## src/rtl/fp16_div_seq.sv

```systemverilog
// rtl/fp16_div_seq.sv - iterative binary16 divider (restoring) with rounding and RISC-V flags
module fp16_div_seq #(
    parameter int          BITS_PER_CYCLE = 1,
    parameter logic [15:0] NAN_VALUE      = 16'h7E00
) (
    input  logic        clk,
    input  logic        reset_n,
    input  logic        in_valid,
    output logic        in_ready,
    input  logic [15:0] x,
    input  logic [15:0] y,
    input  logic [1:0]  roundmode,
    output logic        out_valid,
    input  logic        out_ready,
    output logic [15:0] result,
    output logic [4:0]  flags
);
    localparam int         N_ITER    = (13 + BITS_PER_CYCLE - 1) / BITS_PER_CYCLE;
    localparam int         Q_W       = N_ITER * BITS_PER_CYCLE;
    localparam logic [3:0] ITER_LAST = 4'(N_ITER - 1);

    typedef enum logic [2:0] {S_IDLE, S_PREP, S_ITER, S_ROUND, S_DONE} state_t;

    state_t         state_q;
    logic [15:0]    x_q, y_q, result_q;
    logic [1:0]     rm_q;
    logic           sign_q;
    logic [12:0]    rem_q, rem_d;
    logic [10:0]    my_q;
    logic [6:0]     e_q;
    logic [Q_W-1:0] quo_q, quo_d;
    logic [3:0]     cnt_q;
    logic [4:0]     flags_q;
    logic           out_valid_q;

    function automatic logic [3:0] norm_shift(input logic [9:0] f);
        logic [3:0] s;
        s = 4'd10;
        for (int i = 0; i < 10; i++)
            if (f[i]) s = 4'(10 - i);
        return s;
    endfunction

    // {11-bit mantissa with hidden bit, 7-bit unbiased exponent}; subnormals are normalized
    function automatic logic [17:0] unpack(input logic [15:0] h);
        logic [3:0] sh;
        sh = norm_shift(h[9:0]);
        if (h[14:10] == 5'd0)
            return {({1'b0, h[9:0]} << sh), 7'd0 - 7'd14 - {3'd0, sh}};
        return {1'b1, h[9:0], {2'b00, h[14:10]} - 7'd15};
    endfunction

    logic [17:0] ux, uy;
    logic [6:0]  e_pre;
    logic        x_lt_y, sign_w;
    logic        x_zero, x_inf, x_nan, x_snan, y_zero, y_inf, y_nan, y_snan;

    assign ux     = unpack(x_q);
    assign uy     = unpack(y_q);
    assign e_pre  = ux[6:0] - uy[6:0];
    assign x_lt_y = ux[17:7] < uy[17:7];
    assign sign_w = x_q[15] ^ y_q[15];
    assign x_zero = (x_q[14:0] == 15'd0);
    assign y_zero = (y_q[14:0] == 15'd0);
    assign x_inf  = (x_q[14:10] == 5'h1F) && (x_q[9:0] == 10'd0);
    assign y_inf  = (y_q[14:10] == 5'h1F) && (y_q[9:0] == 10'd0);
    assign x_nan  = (x_q[14:10] == 5'h1F) && (x_q[9:0] != 10'd0);
    assign y_nan  = (y_q[14:10] == 5'h1F) && (y_q[9:0] != 10'd0);
    assign x_snan = x_nan && !x_q[9];
    assign y_snan = y_nan && !y_q[9];

    logic        spec_hit;
    logic [15:0] spec_res;
    logic [4:0]  spec_flg;

    always_comb begin
        spec_hit = 1'b1;
        spec_res = NAN_VALUE;
        spec_flg = 5'd0;
        if (x_snan || y_snan)
            spec_flg = 5'b10000;
        else if (x_nan || y_nan)
            spec_flg = 5'd0;
        else if ((x_inf && y_inf) || (x_zero && y_zero))
            spec_flg = 5'b10000;
        else if (x_inf)
            spec_res = {sign_w, 15'h7C00};
        else if (y_inf)
            spec_res = {sign_w, 15'h0000};
        else if (y_zero) begin
            spec_res = {sign_w, 15'h7C00};
            spec_flg = 5'b01000;
        end else if (x_zero)
            spec_res = {sign_w, 15'h0000};
        else
            spec_hit = 1'b0;
    end

    always_comb begin
        rem_d = rem_q;
        quo_d = quo_q;
        for (int i = 0; i < BITS_PER_CYCLE; i++) begin
            if (rem_d >= {2'b00, my_q}) begin
                rem_d = (rem_d - {2'b00, my_q}) << 1;
                quo_d = {quo_d[Q_W-2:0], 1'b1};
            end else begin
                rem_d = rem_d << 1;
                quo_d = {quo_d[Q_W-2:0], 1'b0};
            end
        end
    end

    logic [6:0]  ebias, shamt, efield;
    logic        tiny, g_bit, r_bit, stk, inexact, inc, ovf;
    logic [12:0] mant13;
    logic [25:0] shifted;
    logic [10:0] m11;
    logic [16:0] packed_sum;
    logic [15:0] rnd_res;
    logic [4:0]  rnd_flg;

    always_comb begin
        ebias   = e_q + 7'd15;
        tiny    = $signed(ebias) < 7'sd1;
        shamt   = 7'd1 - ebias;
        mant13  = quo_q[Q_W-1 -: 13];
        stk     = (rem_q != 13'd0);
        if (Q_W > 13) stk = stk | quo_q[0];
        shifted = {mant13, 13'd0} >> (tiny ? shamt : 7'd0);
        m11     = shifted[25:15];
        g_bit   = shifted[14];
        r_bit   = shifted[13];
        stk     = stk | (shifted[12:0] != 13'd0);
        inexact = g_bit | r_bit | stk;
        case (rm_q)
            2'b00:   inc = 1'b0;
            2'b01:   inc = g_bit & (r_bit | stk | m11[0]);
            2'b10:   inc = inexact & ~sign_q;
            default: inc = inexact & sign_q;
        endcase
        // Hidden bit rides on top of (exponent-1), so a rounding carry bumps the exponent naturally
        efield     = tiny ? 7'd0 : e_q + 7'd14;
        packed_sum = {efield, 10'd0} + {6'd0, m11} + 17'(inc);
        ovf        = packed_sum[16:10] > 7'd30;
        rnd_res    = {sign_q, packed_sum[14:0]};
        if (ovf) begin
            case (rm_q)
                2'b00:   rnd_res = {sign_q, 15'h7BFF};
                2'b01:   rnd_res = {sign_q, 15'h7C00};
                2'b10:   rnd_res = sign_q ? 16'hFBFF : 16'h7C00;
                default: rnd_res = sign_q ? 16'hFC00 : 16'h7BFF;
            endcase
        end
        rnd_flg = {2'b00, ovf, tiny & inexact, inexact | ovf};
    end

    always_ff @(posedge clk) begin
        if (!reset_n) begin
            state_q     <= S_IDLE;
            out_valid_q <= 1'b0;
            result_q    <= 16'd0;
            flags_q     <= 5'd0;
        end else begin
            case (state_q)
                S_IDLE: if (in_valid) begin
                    x_q     <= x;
                    y_q     <= y;
                    rm_q    <= roundmode;
                    flags_q <= 5'd0;
                    state_q <= S_PREP;
                end
                S_PREP: begin
                    sign_q <= sign_w;
                    if (spec_hit) begin
                        result_q <= spec_res;
                        flags_q  <= spec_flg;
                        state_q  <= S_DONE;
                    end else begin
                        rem_q   <= x_lt_y ? {1'b0, ux[17:7], 1'b0} : {2'b00, ux[17:7]};
                        my_q    <= uy[17:7];
                        e_q     <= x_lt_y ? e_pre - 7'd1 : e_pre;
                        quo_q   <= '0;
                        cnt_q   <= ITER_LAST;
                        state_q <= S_ITER;
                    end
                end
                S_ITER: begin
                    rem_q <= rem_d;
                    quo_q <= quo_d;
                    if (cnt_q == 4'd0) state_q <= S_ROUND;
                    else cnt_q <= cnt_q - 4'd1;
                end
                S_ROUND: begin
                    result_q <= rnd_res;
                    flags_q  <= rnd_flg;
                    state_q  <= S_DONE;
                end
                S_DONE: begin
                    if (!out_valid_q) begin
                        out_valid_q <= 1'b1;
                    end else if (out_ready) begin
                        out_valid_q <= 1'b0;
                        state_q     <= S_IDLE;
                    end
                end
                default: state_q <= S_IDLE;
            endcase
        end
    end

    assign in_ready  = (state_q == S_IDLE);
    assign out_valid = out_valid_q;
    assign result    = result_q;
    assign flags     = flags_q;
endmodule

```

## config.mk

```make
export PLATFORM = sky130hd
export DESIGN_NAME = fp16_div_seq
export DESIGN_NICKNAME = d
export VERILOG_FILES = /design/src/rtl/fp16_div_seq.sv
export SDC_FILE = /design/constraint.sdc
export NUM_CORES = 1
export LEC_CHECK = 0
export ABC_AREA = 0
export ABC_CLOCK_PERIOD_IN_PS = 7300
export CORE_MARGIN = 2
export CORE_UTILIZATION = 61
export CTS_CLUSTER_DIAMETER = 120
export DETAILED_ROUTE_END_ITERATION = 12
export PLACE_DENSITY_LB_ADDON = 0.05
export SYNTH_ARGS = -nofsm -noshare
export SYNTH_HDL_FRONTEND = slang
export SYNTH_SLANG_ARGS = --single-unit
```

## constraint.sdc

```tcl
create_clock -name clk -period 7.3 [get_ports clk]
set_input_delay 0.73 -clock clk [delete_from_list [all_inputs] [get_ports clk]]
set_output_delay 0.73 -clock clk [all_outputs]
set_load 0.02 [all_outputs]
```

### Yosys cells after proc, flatten, opt, wreduce, memory -nomap -nowiden

Index checks and enable logic that the tools add are counted.

* add/subtract/negate cells: 13
* multiply operators: 0
* divide/modulo/power cells: 0
* $lt $le $gt $ge: 4
* equal/unequal tests: 15
* shift operators: 3
* muxes and demuxes: 75
* bitwise operators: 13
* reduce and logical (&&, ||, !) cells: 37

Operators with widths (number)
* $mux 16: 11
* $mux 4: 20
* $mux 18: 4
* $pmux 13 s2: 2
* $pmux 16 s3: 1
* $mux 13: 3
* $pmux 16 s2: 1
* $logic_not 15->1: 2
* $reduce_bool 13->1: 2
* $shr 26x7->26: 1
* $mux 5: 5
* $shl 10x4->11: 2
* $mux 7: 3
* $logic_not 10->1: 2
* $reduce_bool 10->1: 2
* $add 17x1->17: 1
* $add 17x11->17: 1
* $mux 3: 5
* $pmux 3 s5: 1
* $pmux 5 s3: 1
* $add 7x4->7 const B: 2
* $ne 2x2->1 const B: 7
* $ge 13x11->1: 1
* $mux 1: 12
* other kinds (36): 68

* register bits after elaboration: 108
* latch bits: 0
* RAM bits: 0
* ROM bits: 0
* input bits: 38
* word-level logic and storage cells: 173
* memories kept: 0

### Longest topological paths before layout

Gate-level depths: netlist of the first run.

* word-level depth: 16
* mapped depth: 28

### Worst setup path after synthesis of the first run

No wires, ideal clock.

* kind: flip-flop to flip-flop
* from: register e_q[0]
* to: register result_q[10], in the netlist result[10]
* library setup time: 77 ps
* arrival: 5956 ps
* data required time: 7223 ps
* slack: 1267 ps
* cell stages (with the launch flop): 28
* path through: edfxtp_1 > inv_1 > ha_1 > xnor2_1 > ha_1 > buf_2 > nand2_1 > a211oi_1 > a32oi_4 > mux2_1 > a32o_1 > buf_4 > nor2_1 > o21ai_0 > or3_1 > o311ai_0 > a21boi_0 > o311ai_0 > o22ai_1 > ha_1 > ha_1 > nand4b_1 > o21bai_1 > a21o_1 > a211o_1 > a22oi_4 > mux2_2 > o22ai_1

* cells in the longest elaborated chain, start to end: 14

RTL lines
* start: declaration: RTL line 30 `logic [6:0] e_q;`
* start signal: assignment: RTL line 181 `e_q <= x_lt_y ? e_pre - 7'd1 : e_pre;`
* $add 7x4->7: RTL line 123 `ebias = e_q + 7'd15;`
* $sub 1x7->7 / $lt 7x2->1 (equally long branches): RTL line 125, 124
* $mux 7: RTL line 129 `shifted = {mant13, 13'd0} >> (tiny ? shamt : 7'd0);`
* $shr 26x7->26: RTL line 129
* $reduce_bool 13->1: RTL line 133 `stk = stk | (shifted[12:0] != 13'd0);`
* $or 1x1->1: RTL line 133
* $or 1x1->1 (2 in a row): RTL line 137 `2'b01: inc = g_bit & (r_bit | stk | m11[0]);`
* $and 1x1->1: RTL line 137
* $pmux 1 s3: RTL line 135 `case (rm_q)`
* $add 17x1->17 (*): RTL line 143 `packed_sum = {efield, 10'd0} + {6'd0, m11} + 17'(inc);`
* $gt 7x5->1: RTL line 144 `ovf = packed_sum[16:10] > 7'd30;`
* $mux 16 (*): RTL line 146 `if (ovf) begin`
* $pmux 16 s2 (*): RTL line 164 `case (state_q)`
* end signal: assignment: RTL line 175 `result_q <= spec_res;`
* end signal: assignment: RTL line 194 `result_q <= rnd_res;`
* end: declaration: RTL line 25 `logic [15:0] x_q, y_q, result_q;`

Every way passes the cells marked *; elsewhere a longest branch is shown, timed or not.
A chain may end at the register's enable or synchronous reset.

### Worst setup path in the final report of the first run

* from: register e_q[1]
* to: register result_q[8], in the netlist result[8]

Same word-level chain as after synthesis.

==> impl_metrics.tcl, run 1 <==
set metrics [dict create \
    syn_nets 1083 \
    dp_hpwl_um 16800 \
    grtUsageTotal 0.295 \
    fin_area_um2 9860 \
    drc 0 \
    fin_crit_sh 0.938 \
    cts_max_level 3 \
    antennaDiodeCount 0 \
    initial_core_util 0.629 \
    postSynth.asyncResetShare 0 \
    totalWireLength_um 22300 \
    r2r_cells 23 \
    die_area_um2 15400 \
    dpl_cell_area_um2 9510 \
    report.final.setup_viol 0 \
    grt_pass1_wl_um 35400 \
    synth_cells 997 \
    drive_above_1_share 0.0829 \
    netlist_area_um2 8790 \
    cp_cell_sequence "inv_1 > ha_1 > xnor2_1 > ha_2 > nand2_1 > buf_4 > o31ai_4 > nand2_1 > a2111oi_2 > or3_1 > o311ai_0 > a21boi_0 > o311ai_0 > o22ai_1 > ha_1 > ha_1 > nor4b_1 > nand4_1 > xor2_1 > a211oi_2 > a22oi_4 > a2111o_2 > o311ai_1" \
    fp-row-count 43 \
    relSlewSlack 0.289 \
    tns_ns 0 \
    p_int_mw 1.19 \
    p_sw_frac 0.320 \
    area_growth_pct 12.2 \
    chipWidth_um 124 \
    r2r_setup_slack_ns 0.45 \
    cts_sinks 108 \
    drv_slew 0 \
    multi_input_area_um2 5400 \
    power_mw 1.75 \
    synth_warnings 0 \
    worst_hold_path.num_cells 2 \
    fill_cells 1168 \
    ir_drop_mv 0.122 \
    syn_avg_cell_area_um2 8.82 \
    first_pass_iters 5 \
    period_minus_slack_ns 6.85 \
    crit_fanout 10 \
    viasPerCell 6.37 \
    regArea_um2 2990 \
    gp_congestion 0.955 \
    die_y_um 124 \
    cts.path.max_buffers 2 \
    tightestPinTransition_ns 1.05 \
    nets 1119 \
    grt_max_degree 35 \
    drt_first_iter_violations 824 \
    cts_root_buffer "clkbuf_16" \
    synth_seq_area_share 0.340 \
    synth_cell_types 99 \
    port_buffers 60 \
    path_class "flop to flop" \
    ctsHoldBuffers 0 \
    gr-total-overflow 0 \
    hold_class "flop to flop" \
    status "completed" \
    seq_power_share 0.420 \
    vias 7759 \
    cp_data_arrival_time_ns 7.10 \
    power.leakage_nw 3.76 \
    ys.flop_type "edfxtp_1" \
    synth-seq-cells 108 \
    worstPathRequired_ns 7.56 \
    post_cts_buffers 0 \
    grt_pass1_vias 7143 \
    power.density_nw_per_um2 177 \
    hold_viol_final 0 \
    p_switching_uw 559 \
    cts_buffers 9 \
    clk_pin_slew_ns 0.08 \
    fin_worst_skew_ns 0.0119 \
    comb_power_share 0.277 \
    clkPwrFrac 0.302 \
    slowest_stage "a2111oi_2" \
    antenna_found_initial 0 \
    cts_tree "done" \
    start_kind "flop" \
    coreArea_um2 14000 \
    max_freq_mhz 146 \
    ant_nets 0 \
    maxCapViolations 0 \
    cp_common_cell "ha_1" \
    ios 61 \
    cp-end-kind "flop" \
    clock_latency_ns 0.36 \
    synth_edf_count 83 \
    cpPeakStageDelay_ns 0.62 \
    pre_cts_ws_ns 0.383 \
    setup_ws_ns 0.453 \
    routedWlPerCell_um 18.3 \
]
[metal layers]
layer  up-vias  track usage  share of wire
li1       3778            -              -
met1      3617        0.415           0.47
met2       325        0.462           0.44
met3        39       0.0522          0.076
met4         0       0.0948          0.021
met5         -            0              0
[registers in the layout (all words and copies together), names as in the netlist]
signal     cells
cnt_q          4
sign_q         1
state_q        3
x_q           16
rm_q           2
mant13        13
result        16
e_q            7
my_q          11
y_q           16
flags          5
out_valid      1
rem_q         13
[power groups by stage]
stage	clock network, mW	logic [mW]	registers [mW]
detailed placement	0	0.469	0.746
finish	0.528	0.484	0.734
global placement	0	0.467	0.746
floorplan	0	0.357	0.734
global route	0.554	0.533	0.738
CTS	0.530	0.473	0.733
[cell families (layout without fill, tap and decap cells)]
group	after synthesis	count (layout)	synth area share
adders and majority gates	48	48	0.0700
AOI/OAI and AO/OA	281	281	0.231
muxes	35	35	0.0427
buffers and inverters	112	153	0.0522
DFF	108	108	0.340
xor gates and xnor gates	46	46	0.0492
and+or+nand+nor	367	367	0.214
[cell usage after synthesis (15+ instances only)]
cell,n,area share
dfxtp_1,25,0.057
o21ai_0,59,0.034
xnor2_1,28,0.028
nor2_1,99,0.042
edfxtp_1,83,0.28
a21oi_1,61,0.035
and2_1,17,0.012
a211oi_1,15,0.013
clkbuf_1,30,0.013
nand3_1,32,0.018
nand2_1,82,0.035
nor2b_1,16,0.011
inv_1,63,0.027
nor3_1,21,0.012
mux2i_1,24,0.027
ha_1,46,0.065
[path summary, 6_finish.rpt]
kind	start	to
hold / removal	flags[1]	flags[1]
hold reg to reg	flags[1]	flags[1]
setup reg to reg	e_q[1]	result[8]
setup / recovery	e_q[1]	result[8]
[through the flow]
stage / hold WS, ns / util / cells
after floorplan: 0.483 / - / 997
after global placement: 0.447 / 0.680 / 1202
after detailed placement: 0.447 / 0.680 / 1202
after CTS: 0.462 / 0.702 / 1218
after global routing: 0.476 / 0.705 / 1218
final: 0.462 / 0.705 / 1218
[cell usage in the layout (no fill, tap or decap), drive strengths merged, types with 25 or more instances in the layout]
| cell type | netlist | routed |
|---|---|---|
| edfxtp | 83 | 83 |
| a21oi | 61 | 61 |
| ha | 46 | 46 |
| dfxtp | 25 | 25 |
| clkdlybuf4s50 | 0 | 60 |
| nand2 | 83 | 83 |
| xnor2 | 31 | 31 |
| nand3 | 33 | 33 |
| o21ai | 63 | 63 |
| inv | 63 | 66 |
| nor2 | 100 | 100 |
[worst max-delay path: cells and delay by family, from the launching register on]
kind | cells | cell delay [ns]
AO/OA/AOI/OAI | 10 | 3.02
XOR/XNOR | 2 | 0.48
adder cells (fa/ha/maj) | 4 | 1.05
buffers and inverters | 2 | 0.32
flip-flops | 1 | 0.46
AND/OR/NAND/NOR | 5 | 1.40
[repair_timing]
item / 4_1_cts / 5_1_grt
resized for setup: 0 / 8
hold endpoints to repair: 0 / 0
endpoints found under the setup margin: 0 / 12
[final cells by class]
class | count | share of cell area
Clock buffer | 12 | 0.0261
Clock inverter | 4 | 0.00546
Tap cell | 180 | 0.0228
Inverter | 65 | 0.0247
Multi-Input combinational cell | 777 | 0.547
Sequential cell | 108 | 0.303
Timing Repair Buffer | 72 | 0.0700
Note: power is estimated with default switching activity, not from simulation.
==> run 2, diff against run 1 <==
==> constraint.sdc (replaced) <==
create_clock -name clk -period 7.3 [get_ports clk]
set_input_delay 1.825 -clock clk [delete_from_list [all_inputs] [get_ports clk]]
set_output_delay 1.825 -clock clk [all_outputs]
set_load 0.02 [all_outputs]
==> impl_metrics.tcl, run 2 (synthesis results as in run 1) <==
set metrics [dict create \
    max_freq_mhz 146 \
    tightestPinTransition_ns 1.02 \
    cp_data_arrival_time_ns 7.12 \
    hold_start "flags[1]" \
    layout_common_cells "nor2_1 (98), edfxtp_1 (83), nand2_1 (81), inv_1 (63), a21oi_1 (61)" \
    clk_pin_slew_ns 0.08 \
    cts_buffers 9 \
    drt_first_iter_violations 775 \
    die_y_um 124 \
    power.leakage_nw 3.76 \
    path_class "flop to flop" \
    holdWs_ns 0.463 \
    antenna_found_initial 0 \
    hold_class "flop to flop" \
    fin_area_um2 9850 \
    fin_cells 1219 \
    start_kind "flop" \
    port_buffers 60 \
    power_mw 1.74 \
    critPathBufInv 1 \
    nets 1120 \
    p_switching_uw 560 \
    p_sw_frac 0.322 \
    fp-row-count 43 \
    routedWlPerCell_um 18.3 \
    p_int_mw 1.18 \
    grt_max_degree 35 \
    grtUsageTotal 0.295 \
    gp_congestion 0.957 \
    dp_hpwl_um 16900 \
    worstPathRequired_ns 7.56 \
    relSlewSlack 0.308 \
    ir_drop_mv 0.129 \
    vias 7784 \
    coreArea_um2 14000 \
    drive_above_1_share 0.0828 \
    cts.path.max_buffers 2 \
    rsz0062_at_grt "no" \
    path_delay_family "compound AO/OA/AOI/OAI gates" \
    initial_core_util 0.629 \
    ant_nets 0 \
    viasPerCell 6.39 \
    fill_cells 1146 \
    slowest_stage "a2111o_2" \
    pre_cts_ws_ns 0.420 \
    first_pass_iters 5 \
    ctsHoldBuffers 0 \
    status "completed" \
    totalWireLength_um 22300 \
    cts_root_buffer "clkbuf_16" \
    hold_viol_final 0 \
    antennaDiodeCount 0 \
    cp-end-kind "flop" \
    comb_power_share 0.280 \
    tns_ns 0 \
    ios 61 \
    post-route-util 0.704 \
    cts_max_level 3 \
    cpPeakStageDelay_ns 0.56 \
    chipWidth_um 124 \
    crit_fanout 10 \
    area_growth_pct 12.0 \
    dpl_cell_area_um2 9510 \
    setup_ws_ns 0.433 \
    clock_latency_ns 0.36 \
    cp_common_cell "ha_1" \
    grt_pass1_wl_um 35400 \
    grt_pass1_vias 7075 \
    clkPwrFrac 0.299 \
    report.final.setup_viol 0 \
    cts_tree "done" \
    critPathLaunch "e_q[1]" \
    drc 0 \
    post_cts_buffers 0 \
    fin_worst_skew_ns 0.0101 \
    period_minus_slack_ns 6.87 \
    r2r_start "e_q[1]" \
    cts_sinks 108 \
    cp_cell_sequence "inv_1 > ha_1 > a21boi_4 > a21boi_4 > xnor2_2 > a31oi_2 > a211o_1 > and2_1 > a211oi_1 > nor2_1 > or3_1 > o311ai_0 > a21boi_0 > o311ai_0 > o22ai_1 > ha_1 > ha_1 > nor4b_1 > nor4_1 > a32oi_1 > o211ai_1 > a22oi_4 > a2111o_2 > o311ai_1" \
    gr-total-overflow 0 \
    power.density_nw_per_um2 176 \
    fin_crit_sh 0.941 \
    placedCellCount 1203 \
    seq_power_share 0.421 \
    die_area_um2 15400 \
    maxCapViolations 0 \
    final_common_cell "nor2_1" \
    drv_slew 0 \
]
[run 2: cell count changes in the layout (fill, tap and decap cells not counted), sizes merged]
cell	previous run	this run
buf	12	13
clkinv	2	3
inv	66	65
[run 2: path summary, 6_finish.rpt]
path,end,slack [ns],cells after the start
worst max register to register,result[9],0.43,24
worst max-delay path,result[9],0.43,24
worst min-delay path,flags[1],0.46,2
worst min register to register,flags[1],0.46,2
[run 2: per-layer routing]
metal,part of all wire,up-vias,GRT usage
met5,0,-,0
met1,0.48,3628,0.430
met3,0.066,39,0.0472
li1,-,3787,-
met2,0.44,330,0.452
met4,0.020,0,0.0857
[run 2: cell type report]
type	count	area, um^2	share of cell area
Multi-Input combinational cell	777	5390	0.547
Sequential cell	108	2990	0.304
Timing Repair Buffer	73	698	0.0709
Clock buffer	12	248	0.0251
Inverter	65	244	0.0248
Tap cell	180	225	0.0229
Clock inverter	4	56.3	0.00572
[run 2: what timing repair did]
item                                    CTS  global route
gates resized for setup                   0             7
endpoints found under the setup margin    0            12
hold endpoints to repair                  0             0
[run 2: power by group through the flow]
stage	logic (mW)	clock network (mW)	registers (mW)
after floorplan	0.357	0	0.734
after global placement	0.469	0	0.744
after detailed placement	0.471	0	0.744
after CTS	0.475	0.519	0.730
after global routing	0.536	0.543	0.735
final	0.487	0.519	0.731
[run 2: worst register-to-register path, stage by stage, from the launching register on]
cell	delay [ns]
edfxtp_1	0.48
inv_1	0.18
ha_1	0.26
a21boi_4	0.27
a21boi_4	0.13
xnor2_2	0.45
a31oi_2	0.24
a211o_1	0.38
and2_1	0.19
a211oi_1	0.36
nor2_1	0.13
or3_1	0.38
o311ai_0	0.31
a21boi_0	0.23
o311ai_0	0.44
o22ai_1	0.13
ha_1	0.24
ha_1	0.25
nor4b_1	0.20
nor4_1	0.30
a32oi_1	0.09
o211ai_1	0.30
a22oi_4	0.16
a2111o_2	0.56
o311ai_1	0.12
==> run 3, diff against run 2 <==
Settings changed: CAP_MARGIN from default to 20.
==> results of run 3 <==
Same layout as run 2: the final DEF is identical, and so are final timing and power.
